**src/rtl/lite_master_if.sv**
```systemverilog
// lite_master_if: AXI4-Lite write/read channel bundle between lite_master and its slave.
// master modport drives AW/W/AR and B/R ready signals; slave modport is the mirror.
interface lite_master_if;
  logic [31:0] M_AXI_AWADDR;
  logic        M_AXI_AWVALID;
  logic        M_AXI_AWREADY;
  logic [31:0] M_AXI_WDATA;
  logic [3:0]  M_AXI_WSTRB;
  logic        M_AXI_WVALID;
  logic        M_AXI_WREADY;
  logic [1:0]  M_AXI_BRESP;
  logic        M_AXI_BVALID;
  logic        M_AXI_BREADY;
  logic [31:0] M_AXI_ARADDR;
  logic        M_AXI_ARVALID;
  logic        M_AXI_ARREADY;
  logic [31:0] M_AXI_RDATA;
  logic [1:0]  M_AXI_RRESP;
  logic        M_AXI_RVALID;
  logic        M_AXI_RREADY;
  modport master (
    output M_AXI_AWADDR, M_AXI_AWVALID, M_AXI_WDATA, M_AXI_WSTRB, M_AXI_WVALID, M_AXI_BREADY,
           M_AXI_ARADDR, M_AXI_ARVALID, M_AXI_RREADY,
    input  M_AXI_AWREADY, M_AXI_WREADY, M_AXI_BRESP, M_AXI_BVALID,
           M_AXI_ARREADY, M_AXI_RDATA, M_AXI_RRESP, M_AXI_RVALID
  );
  modport slave (
    input  M_AXI_AWADDR, M_AXI_AWVALID, M_AXI_WDATA, M_AXI_WSTRB, M_AXI_WVALID, M_AXI_BREADY,
           M_AXI_ARADDR, M_AXI_ARVALID, M_AXI_RREADY,
    output M_AXI_AWREADY, M_AXI_WREADY, M_AXI_BRESP, M_AXI_BVALID,
           M_AXI_ARREADY, M_AXI_RDATA, M_AXI_RRESP, M_AXI_RVALID
  );
endinterface

```
**src/rtl/lite_master.sv**
```systemverilog
// lite_master: single-outstanding AXI4-Lite master turning write/read/poll commands into bus transactions.
// Ports: M_AXI_ACLK/M_AXI_ARESETN (async active-low), cmd_* command in (valid/ready),
// rsp_* response out (valid/ready), busy, m = AXI-Lite master channels.
// Define LITE_MASTER_POLL_EN to enable masked read polling bounded by POLL_LIMIT attempts.
module lite_master #(
  parameter int POLL_LIMIT = 1024
) (
  input  logic        M_AXI_ACLK,
  input  logic        M_AXI_ARESETN,
  input  logic        cmd_valid,
  input  logic        cmd_wr,
  input  logic        cmd_poll,
  input  logic [31:0] cmd_addr,
  input  logic [31:0] cmd_wdata,
  input  logic [3:0]  cmd_wstrb,
  input  logic [31:0] cmd_mask,
  output logic        cmd_ready,
  output logic        rsp_valid,
  input  logic        rsp_ready,
  output logic [31:0] rsp_rdata,
  output logic        rsp_err,
  output logic        rsp_timeout,
  output logic        busy,
  lite_master_if.master m
);
  typedef enum logic [2:0] {IDLE, WR, WRESP, RADDR, RDATA, RSP} state_t;
  state_t state, state_nxt;
  logic [31:0] addr, wdata;
  logic [3:0] wstrb;
  logic aw_done, w_done;
  logic accept, aw_hs, w_hs, b_hs, r_hs, poll_retry;
  logic unused_ok;
  assign accept = cmd_valid & cmd_ready;
  assign aw_hs = m.M_AXI_AWVALID & m.M_AXI_AWREADY;
  assign w_hs = m.M_AXI_WVALID & m.M_AXI_WREADY;
  assign b_hs = m.M_AXI_BREADY & m.M_AXI_BVALID;
  assign r_hs = m.M_AXI_RREADY & m.M_AXI_RVALID;
  // Every VALID/READY is decoded from registered state only, never from the peer's READY/VALID.
  assign cmd_ready = (state == IDLE) & M_AXI_ARESETN;
  assign busy = state != IDLE;
  assign rsp_valid = state == RSP;
  assign m.M_AXI_AWVALID = (state == WR) & ~aw_done;
  assign m.M_AXI_WVALID = (state == WR) & ~w_done;
  assign m.M_AXI_BREADY = state == WRESP;
  assign m.M_AXI_ARVALID = state == RADDR;
  assign m.M_AXI_RREADY = state == RDATA;
  assign m.M_AXI_AWADDR = addr;
  assign m.M_AXI_ARADDR = addr;
  assign m.M_AXI_WDATA = wdata;
  assign m.M_AXI_WSTRB = wstrb;
`ifdef LITE_MASTER_POLL_EN
  logic [31:0] mask;
  logic poll, timeout, match, poll_miss;
  logic [15:0] cnt;
  logic [16:0] cnt_inc;
  assign match = ((m.M_AXI_RDATA ^ wdata) & mask) == '0;
  assign cnt_inc = {1'b0, cnt} + 17'd1;
  assign poll_miss = poll & ~m.M_AXI_RRESP[1] & ~match;
  assign poll_retry = poll_miss & (cnt_inc != 17'(POLL_LIMIT));
  assign rsp_timeout = timeout;
  assign unused_ok = ^{m.M_AXI_BRESP[0], m.M_AXI_RRESP[0]};
  always_ff @(posedge M_AXI_ACLK or negedge M_AXI_ARESETN)
    if (!M_AXI_ARESETN) begin
      mask <= '0;
      poll <= 1'b0;
      cnt <= '0;
      timeout <= 1'b0;
    end else if (accept) begin
      mask <= cmd_mask;
      poll <= cmd_poll & ~cmd_wr;
      cnt <= '0;
      timeout <= 1'b0;
    end else if (r_hs) begin
      if (poll_retry) cnt <= cnt_inc[15:0];
      timeout <= poll_miss & ~poll_retry;
    end
`else
  assign poll_retry = 1'b0;
  assign rsp_timeout = 1'b0;
  assign unused_ok = ^{cmd_poll, cmd_mask, m.M_AXI_BRESP[0], m.M_AXI_RRESP[0]};
`endif
  always_ff @(posedge M_AXI_ACLK or negedge M_AXI_ARESETN)
    if (!M_AXI_ARESETN) state <= IDLE;
    else state <= state_nxt;
  always_comb begin
    state_nxt = state;
    case (state)
      IDLE:    if (accept) state_nxt = cmd_wr ? WR : RADDR;
      WR:      if ((aw_done | aw_hs) & (w_done | w_hs)) state_nxt = WRESP;
      WRESP:   if (m.M_AXI_BVALID) state_nxt = RSP;
      RADDR:   if (m.M_AXI_ARREADY) state_nxt = RDATA;
      RDATA:   if (m.M_AXI_RVALID) state_nxt = poll_retry ? RADDR : RSP;
      RSP:     if (rsp_ready) state_nxt = IDLE;
      default: state_nxt = IDLE;
    endcase
  end
  always_ff @(posedge M_AXI_ACLK or negedge M_AXI_ARESETN)
    if (!M_AXI_ARESETN) begin
      addr <= '0;
      wdata <= '0;
      wstrb <= '0;
      aw_done <= 1'b0;
      w_done <= 1'b0;
      rsp_rdata <= '0;
      rsp_err <= 1'b0;
    end else begin
      if (accept) begin
        addr <= cmd_addr;
        wdata <= cmd_wdata;
        wstrb <= cmd_wstrb;
        aw_done <= 1'b0;
        w_done <= 1'b0;
      end
      if (aw_hs) aw_done <= 1'b1;
      if (w_hs) w_done <= 1'b1;
      if (b_hs) begin
        rsp_rdata <= '0;
        rsp_err <= m.M_AXI_BRESP[1];
      end
      if (r_hs) begin
        rsp_rdata <= m.M_AXI_RDATA;
        rsp_err <= m.M_AXI_RRESP[1];
      end
    end
endmodule

```
**src/flat_wrapper.sv**
```systemverilog
// flat-port wrapper written by rule: the top's interface ports become plain ports
module lite_master_flat 
#(
  parameter int POLL_LIMIT = 1024
)
  (M_AXI_ACLK, M_AXI_ARESETN, cmd_valid, cmd_wr, cmd_poll, cmd_addr, cmd_wdata, cmd_wstrb, cmd_mask, cmd_ready, rsp_valid, rsp_ready, rsp_rdata, rsp_err, rsp_timeout, busy, m_M_AXI_AWADDR, m_M_AXI_AWVALID, m_M_AXI_WDATA, m_M_AXI_WSTRB, m_M_AXI_WVALID, m_M_AXI_BREADY, m_M_AXI_ARADDR, m_M_AXI_ARVALID, m_M_AXI_RREADY, m_M_AXI_AWREADY, m_M_AXI_WREADY, m_M_AXI_BRESP, m_M_AXI_BVALID, m_M_AXI_ARREADY, m_M_AXI_RDATA, m_M_AXI_RRESP, m_M_AXI_RVALID);
  lite_master_if m_i ();
  input  logic M_AXI_ACLK;
  input  logic M_AXI_ARESETN;
  input  logic cmd_valid;
  input  logic cmd_wr;
  input  logic cmd_poll;
  input  logic [31:0] cmd_addr;
  input  logic [31:0] cmd_wdata;
  input  logic [3:0] cmd_wstrb;
  input  logic [31:0] cmd_mask;
  output logic cmd_ready;
  output logic rsp_valid;
  input  logic rsp_ready;
  output logic [31:0] rsp_rdata;
  output logic rsp_err;
  output logic rsp_timeout;
  output logic busy;
  output wire logic [$bits(m_i.M_AXI_AWADDR)-1:0] m_M_AXI_AWADDR;
  output wire logic [$bits(m_i.M_AXI_AWVALID)-1:0] m_M_AXI_AWVALID;
  output wire logic [$bits(m_i.M_AXI_WDATA)-1:0] m_M_AXI_WDATA;
  output wire logic [$bits(m_i.M_AXI_WSTRB)-1:0] m_M_AXI_WSTRB;
  output wire logic [$bits(m_i.M_AXI_WVALID)-1:0] m_M_AXI_WVALID;
  output wire logic [$bits(m_i.M_AXI_BREADY)-1:0] m_M_AXI_BREADY;
  output wire logic [$bits(m_i.M_AXI_ARADDR)-1:0] m_M_AXI_ARADDR;
  output wire logic [$bits(m_i.M_AXI_ARVALID)-1:0] m_M_AXI_ARVALID;
  output wire logic [$bits(m_i.M_AXI_RREADY)-1:0] m_M_AXI_RREADY;
  input wire logic [$bits(m_i.M_AXI_AWREADY)-1:0] m_M_AXI_AWREADY;
  input wire logic [$bits(m_i.M_AXI_WREADY)-1:0] m_M_AXI_WREADY;
  input wire logic [$bits(m_i.M_AXI_BRESP)-1:0] m_M_AXI_BRESP;
  input wire logic [$bits(m_i.M_AXI_BVALID)-1:0] m_M_AXI_BVALID;
  input wire logic [$bits(m_i.M_AXI_ARREADY)-1:0] m_M_AXI_ARREADY;
  input wire logic [$bits(m_i.M_AXI_RDATA)-1:0] m_M_AXI_RDATA;
  input wire logic [$bits(m_i.M_AXI_RRESP)-1:0] m_M_AXI_RRESP;
  input wire logic [$bits(m_i.M_AXI_RVALID)-1:0] m_M_AXI_RVALID;
  assign m_M_AXI_AWADDR = m_i.M_AXI_AWADDR;
  assign m_M_AXI_AWVALID = m_i.M_AXI_AWVALID;
  assign m_M_AXI_WDATA = m_i.M_AXI_WDATA;
  assign m_M_AXI_WSTRB = m_i.M_AXI_WSTRB;
  assign m_M_AXI_WVALID = m_i.M_AXI_WVALID;
  assign m_M_AXI_BREADY = m_i.M_AXI_BREADY;
  assign m_M_AXI_ARADDR = m_i.M_AXI_ARADDR;
  assign m_M_AXI_ARVALID = m_i.M_AXI_ARVALID;
  assign m_M_AXI_RREADY = m_i.M_AXI_RREADY;
  assign m_i.M_AXI_AWREADY = m_M_AXI_AWREADY;
  assign m_i.M_AXI_WREADY = m_M_AXI_WREADY;
  assign m_i.M_AXI_BRESP = m_M_AXI_BRESP;
  assign m_i.M_AXI_BVALID = m_M_AXI_BVALID;
  assign m_i.M_AXI_ARREADY = m_M_AXI_ARREADY;
  assign m_i.M_AXI_RDATA = m_M_AXI_RDATA;
  assign m_i.M_AXI_RRESP = m_M_AXI_RRESP;
  assign m_i.M_AXI_RVALID = m_M_AXI_RVALID;
  lite_master #(.POLL_LIMIT(POLL_LIMIT)) u_core (.M_AXI_ACLK(M_AXI_ACLK), .M_AXI_ARESETN(M_AXI_ARESETN), .cmd_valid(cmd_valid), .cmd_wr(cmd_wr), .cmd_poll(cmd_poll), .cmd_addr(cmd_addr), .cmd_wdata(cmd_wdata), .cmd_wstrb(cmd_wstrb), .cmd_mask(cmd_mask), .cmd_ready(cmd_ready), .rsp_valid(rsp_valid), .rsp_ready(rsp_ready), .rsp_rdata(rsp_rdata), .rsp_err(rsp_err), .rsp_timeout(rsp_timeout), .busy(busy), .m(m_i));
endmodule
```
**config.mk**
```make
export PLATFORM = sky130hd
export DESIGN_NAME = lite_master_flat
export DESIGN_NICKNAME = d
export VERILOG_FILES = /design/src/rtl/lite_master_if.sv /design/src/rtl/lite_master.sv /design/src/flat_wrapper.sv
export SDC_FILE = /design/constraint.sdc
export NUM_CORES = 1
export LEC_CHECK = 0
export ABC_AREA = 1
export BUFFER_PORTS_ARGS = -buffer_cell sky130_fd_sc_hd__buf_2
export CORE_MARGIN = 2
export CORE_UTILIZATION = 35
export DETAILED_ROUTE_END_ITERATION = 7
export GPL_ROUTABILITY_DRIVEN = 0
export PLACE_DENSITY = 0.72
export SETUP_SLACK_MARGIN = 0.3
export SLEW_MARGIN = 10
export SYNTH_ARGS = -nofsm -noshare
export SYNTH_HDL_FRONTEND = slang
export SYNTH_SLANG_ARGS = --single-unit
```
**constraint.sdc**
```tcl
create_clock -name M_AXI_ACLK -period 1.2 [get_ports M_AXI_ACLK]
set_input_delay 0.24 -clock M_AXI_ACLK [delete_from_list [all_inputs] [get_ports M_AXI_ACLK]]
set_output_delay 0.24 -clock M_AXI_ACLK [all_outputs]
set_load 0.02 [all_outputs]
```
==> impl_results.rst <==
.. list-table::
   :header-rows: 1

   * - Metric
     - Value
   * - Flops & latches, synth
     - 106
   * - Commonest cells after routing, fill and taps aside
     - 256 x sky130_fd_sc_hd__nand2_1, 152 x sky130_fd_sc_hd__buf_6, 111 x sky130_fd_sc_hd__buf_2, 104 x sky130_fd_sc_hd__dfrtp_1, 56 x sky130_fd_sc_hd__buf_4
   * - Highest Clock Rate
     - 608 MHz
   * - Combinational group share of total power
     - 57.6%
   * - Unique masters post-synth
     - 21
   * - Switching power
     - 9.26 mW
   * - Initial antenna violation count
     - 0
   * - Final routed DRC violation total
     - 0
   * - CTS tree
     - built
   * - Vias in the first global route
     - 3948
   * - Number of primary I/O pins
     - 289
   * - Slew headroom
     - 58.0%
   * - Worst hold path class
     - in -> async
   * - Max IR drop VDD
     - 1.27 mV
   * - Synth Instances
     - 519
   * - Proportion of synthesized chip area in sequential cells
     - 59.8%
   * - Kind of end point of the critical path
     - flop
   * - Type of the worst setup path
     - reg -> reg
   * - Clock transition at the register clock pins on the worst setup and hold paths after CTS
     - 0.07 ns
   * - Total CTS buffers
     - 9
   * - Largest net degree at the start of global routing
     - 69
   * - Final-report hold violation count
     - 0
   * - Proportion of total power due to net switching
     - 40.1%
   * - Bufs on Longest Clock Path
     - 2
   * - Leading cell type in the layout, fill and taps excluded
     - sky130_fd_sc_hd__nand2_1
   * - Overall Global Routing Usage
     - 18.6%
   * - Violated checks
     - setup timing
   * - Final setup vio count
     - 114
   * - Cell-internal power
     - 13.8 mW
   * - CORE AREA
     - 12500 um2
   * - Largest cells by area after synthesis
     - sky130_fd_sc_hd__dfrtp_1 60%, sky130_fd_sc_hd__nand2_1 26%, sky130_fd_sc_hd__buf_4 6.3%, sky130_fd_sc_hd__buf_2 1.1%, sky130_fd_sc_hd__nor2_1 1.1%
   * - Total number of vias
     - 4677
   * - ANT nets after route
     - 0
   * - Relative contribution of sequential cells to total power
     - 29.4%
   * - Yosys warnings
     - 0
   * - Cell chosen for the clock root
     - sky130_fd_sc_hd__clkbuf_16
   * - Die height
     - 117 um
   * - Outcome
     - finished, violations left
   * - Post-detailed-placement half-perimeter wirelength
     - 8370 um
   * - Number of DRC markers after the initial detailed-route iteration
     - 250
   * - Cell Pwr Density
     - 2820 nW/um2
   * - Worst EP arrival
     - 1.87 ns
   * - Top cell type's share of synthesized area
     - 59.8%
   * - # fillers
     - 951
   * - Pre-Repair DR Iteration Count
     - 4
   * - Residual overflow from global routing
     - 0
   * - Synthesized Nets
     - 666
   * - Post-synthesis instance area
     - 4440 um2
   * - Worst Skew
     - 0.00630 ns
   * - Least-Margin Pin Slew
     - 0.630 ns
   * - Fin util
     - 65.4%
   * - Final period utilization
     - 137%
   * - RSZ-0062 raised after global routing
     - true
   * - Final worst setup slack
     - -0.445 ns
   * - Leakage power of the design
     - 4.49 nW
   * - Vias/cell
     - 4.68
   * - Shortest clock period the worst path allows after layout
     - 1.64 ns
   * - Maximum net fanout on the critical path
     - 16
   * - Number of nets in the finished design
     - 972
   * - CTS sink count
     - 106
   * - Buffers on Ports
     - 252
   * - Fraction of final layout cells with drive strength greater than 1
     - 53.0%
   * - Number of diodes
     - 0
   * - Synthesized area per cell
     - 8.55 um2
   * - Data required time of the critical path
     - 1.42 ns
   * - Max H-tree Level
     - 3
   * - Effective utilization at floorplan
     - 35.4%
   * - Final design instance area without fill
     - 8190 um2
   * - Max Cap Violations
     - 0
   * - Max-slew violation total from the final report
     - 0
   * - Clock network fraction of design power
     - 12.9%
   * - Die Area
     - 13600 um2
   * - Area after DPL
     - 5790 um2
   * - Die extent in x
     - 117 um
   * - Yosys top cell by area
     - sky130_fd_sc_hd__dfrtp_1
   * - Clock latency of the later-clocked register in the worst-skew pair
     - 0.34 ns
   * - Element type at the critical path start
     - flop
   * - Number of rows in the core area
     - 41
   * - Global-route wire length before repair
     - 19400 um
   * - Routed wire length
     - 16000 um
   * - Area growth syn-to-layout
     - 84.6%
   * - Average wire per cell in the routed design
     - 16.0 um
## area by class of cell
cell class	instances	area, um2	area share, %
Clock buffer	12	256	3.13
Clock inverter	2	37.5	0.458
Inverter	10	52.6	0.642
Multi-Input combinational cell	349	1610	19.7
Sequential cell	106	2660	32.4
Tap cell	172	215	2.63
Timing Repair Buffer	348	3350	40.9
Timing Repair inverter	1	11.3	0.138
## worst max-delay path: stages, from the launching register on
cell and delay, ns:
sky130_fd_sc_hd__dfrtp_1 0.40, sky130_fd_sc_hd__buf_6 0.13, sky130_fd_sc_hd__nor2_4 0.12, sky130_fd_sc_hd__nand2_4 0.07, sky130_fd_sc_hd__nor2_4 0.11, sky130_fd_sc_hd__buf_6 0.13, sky130_fd_sc_hd__nand2_8 0.11, sky130_fd_sc_hd__buf_4 0.17
sky130_fd_sc_hd__buf_12 0.14, sky130_fd_sc_hd__nand2_1 0.07, sky130_fd_sc_hd__nand2_1 0.07
## per-layer routing
metal / vias to the layer above / routed length, um / global-route usage, %
met5: - / 0 / 0
met4: 0 / 601 / 8.00
met3: 54 / 1290 / 5.24
met2: 244 / 8140 / 32.0
met1: 2224 / 5940 / 21.8
li1: 2155 / - / -
## power by group through the flow
stage	clock network, mW	logic (mW)	registers [mW]
3_3_place_gp	0	8.15	6.14
5_1_grt	3.21	14.2	6.93
3_5_place_dp	0	8.30	6.17
4_1_cts	3.05	10.3	6.39
6_report	2.98	13.3	6.79
2_1_floorplan	0	3.83	8.06
## sequential cells by signal (all words and copies together) (netlist names)
name,flops
u_core.rsp_err,1
u_core.m.M_AXI_WSTRB,4
u_core.m.M_AXI_ARADDR,32
u_core.rsp_rdata,32
u_core.state,3
u_core.aw_done,1
u_core.m.M_AXI_WDATA,32
u_core.w_done,1
## metrics by stage
stage	total power [mW]	hold WS, ns	setup TNS, ns	instances	setup WS [ns]
3_3_place_gp	14.3	0.365	-18.91	913	-0.199
3_5_place_dp	14.5	0.364	-19.43	913	-0.221
5_1_grt	24.3	0.0785	-49.41	1000	-0.510
4_1_cts	19.8	0.0675	-37.22	949	-0.406
2_1_floorplan	11.9	-0.0556	-23.87	519	-0.302
6_report	23.1	0.0332	-39.03	1000	-0.445
## cell families (layout without fill, tap and decap cells)
group,after synthesis,in the layout,share of synthesized area [%]
other,1,1,0.0845
and+or+nand+nor,339,339,29.7
AOI/OAI and AO/OA,9,9,1.02
buffers and inverters,64,373,9.39
DFF,106,106,59.8
## timing repair
action | in CTS | in global routing
endpoints found under the hold margin | 38 | 0
endpoints found under the setup margin | 247 | 286
pin swaps | 4 | 22
hold buffers | 1 | 0
setup buffers | 13 | 43
cloned | 8 | 8
gates resized for setup | 172 | 218
## Yosys cell counts
library cell               count
sky130_fd_sc_hd__buf_6         3
sky130_fd_sc_hd__nor3_1        1
sky130_fd_sc_hd__nand4_1       3
sky130_fd_sc_hd__a21oi_1       4
sky130_fd_sc_hd__inv_1         5
sky130_fd_sc_hd__inv_4         1
sky130_fd_sc_hd__nor2_4        2
sky130_fd_sc_hd__nand2_2       1
sky130_fd_sc_hd__conb_1        1
sky130_fd_sc_hd__nor2_1       13
sky130_fd_sc_hd__nand3_1       4
sky130_fd_sc_hd__o21ai_0       5
sky130_fd_sc_hd__buf_4        37
sky130_fd_sc_hd__nand2_1     312
sky130_fd_sc_hd__inv_2         4
sky130_fd_sc_hd__nor2_2        1
sky130_fd_sc_hd__nand2_4       1
sky130_fd_sc_hd__buf_2        10
sky130_fd_sc_hd__nand3b_1      1
sky130_fd_sc_hd__clkbuf_1      4
sky130_fd_sc_hd__dfrtp_1     106
## worst paths after layout
| path | start | to | slack (ns) | cells after the start |
|---|---|---|---|---|
| setup / recovery | u_core.state[1] | u_core.m.M_AXI_WSTRB[0] | -0.44 | 10 |
| hold / removal | M_AXI_ARESETN | u_core.state[2] | 0.03 | 2 |
| setup reg to reg | u_core.state[1] | u_core.m.M_AXI_WSTRB[0] | -0.44 | 10 |
| hold reg to reg | u_core.rsp_rdata[2] | u_core.rsp_rdata[2] | 0.50 | 2 |
| max in group asynchronous | M_AXI_ARESETN | u_core.rsp_rdata[2] | 0.37 | 3 |
| min in group M_AXI_ACLK | cmd_wdata[12] | u_core.m.M_AXI_WDATA[12] | 0.09 | 3 |
(Power assumes the default switching activity.)
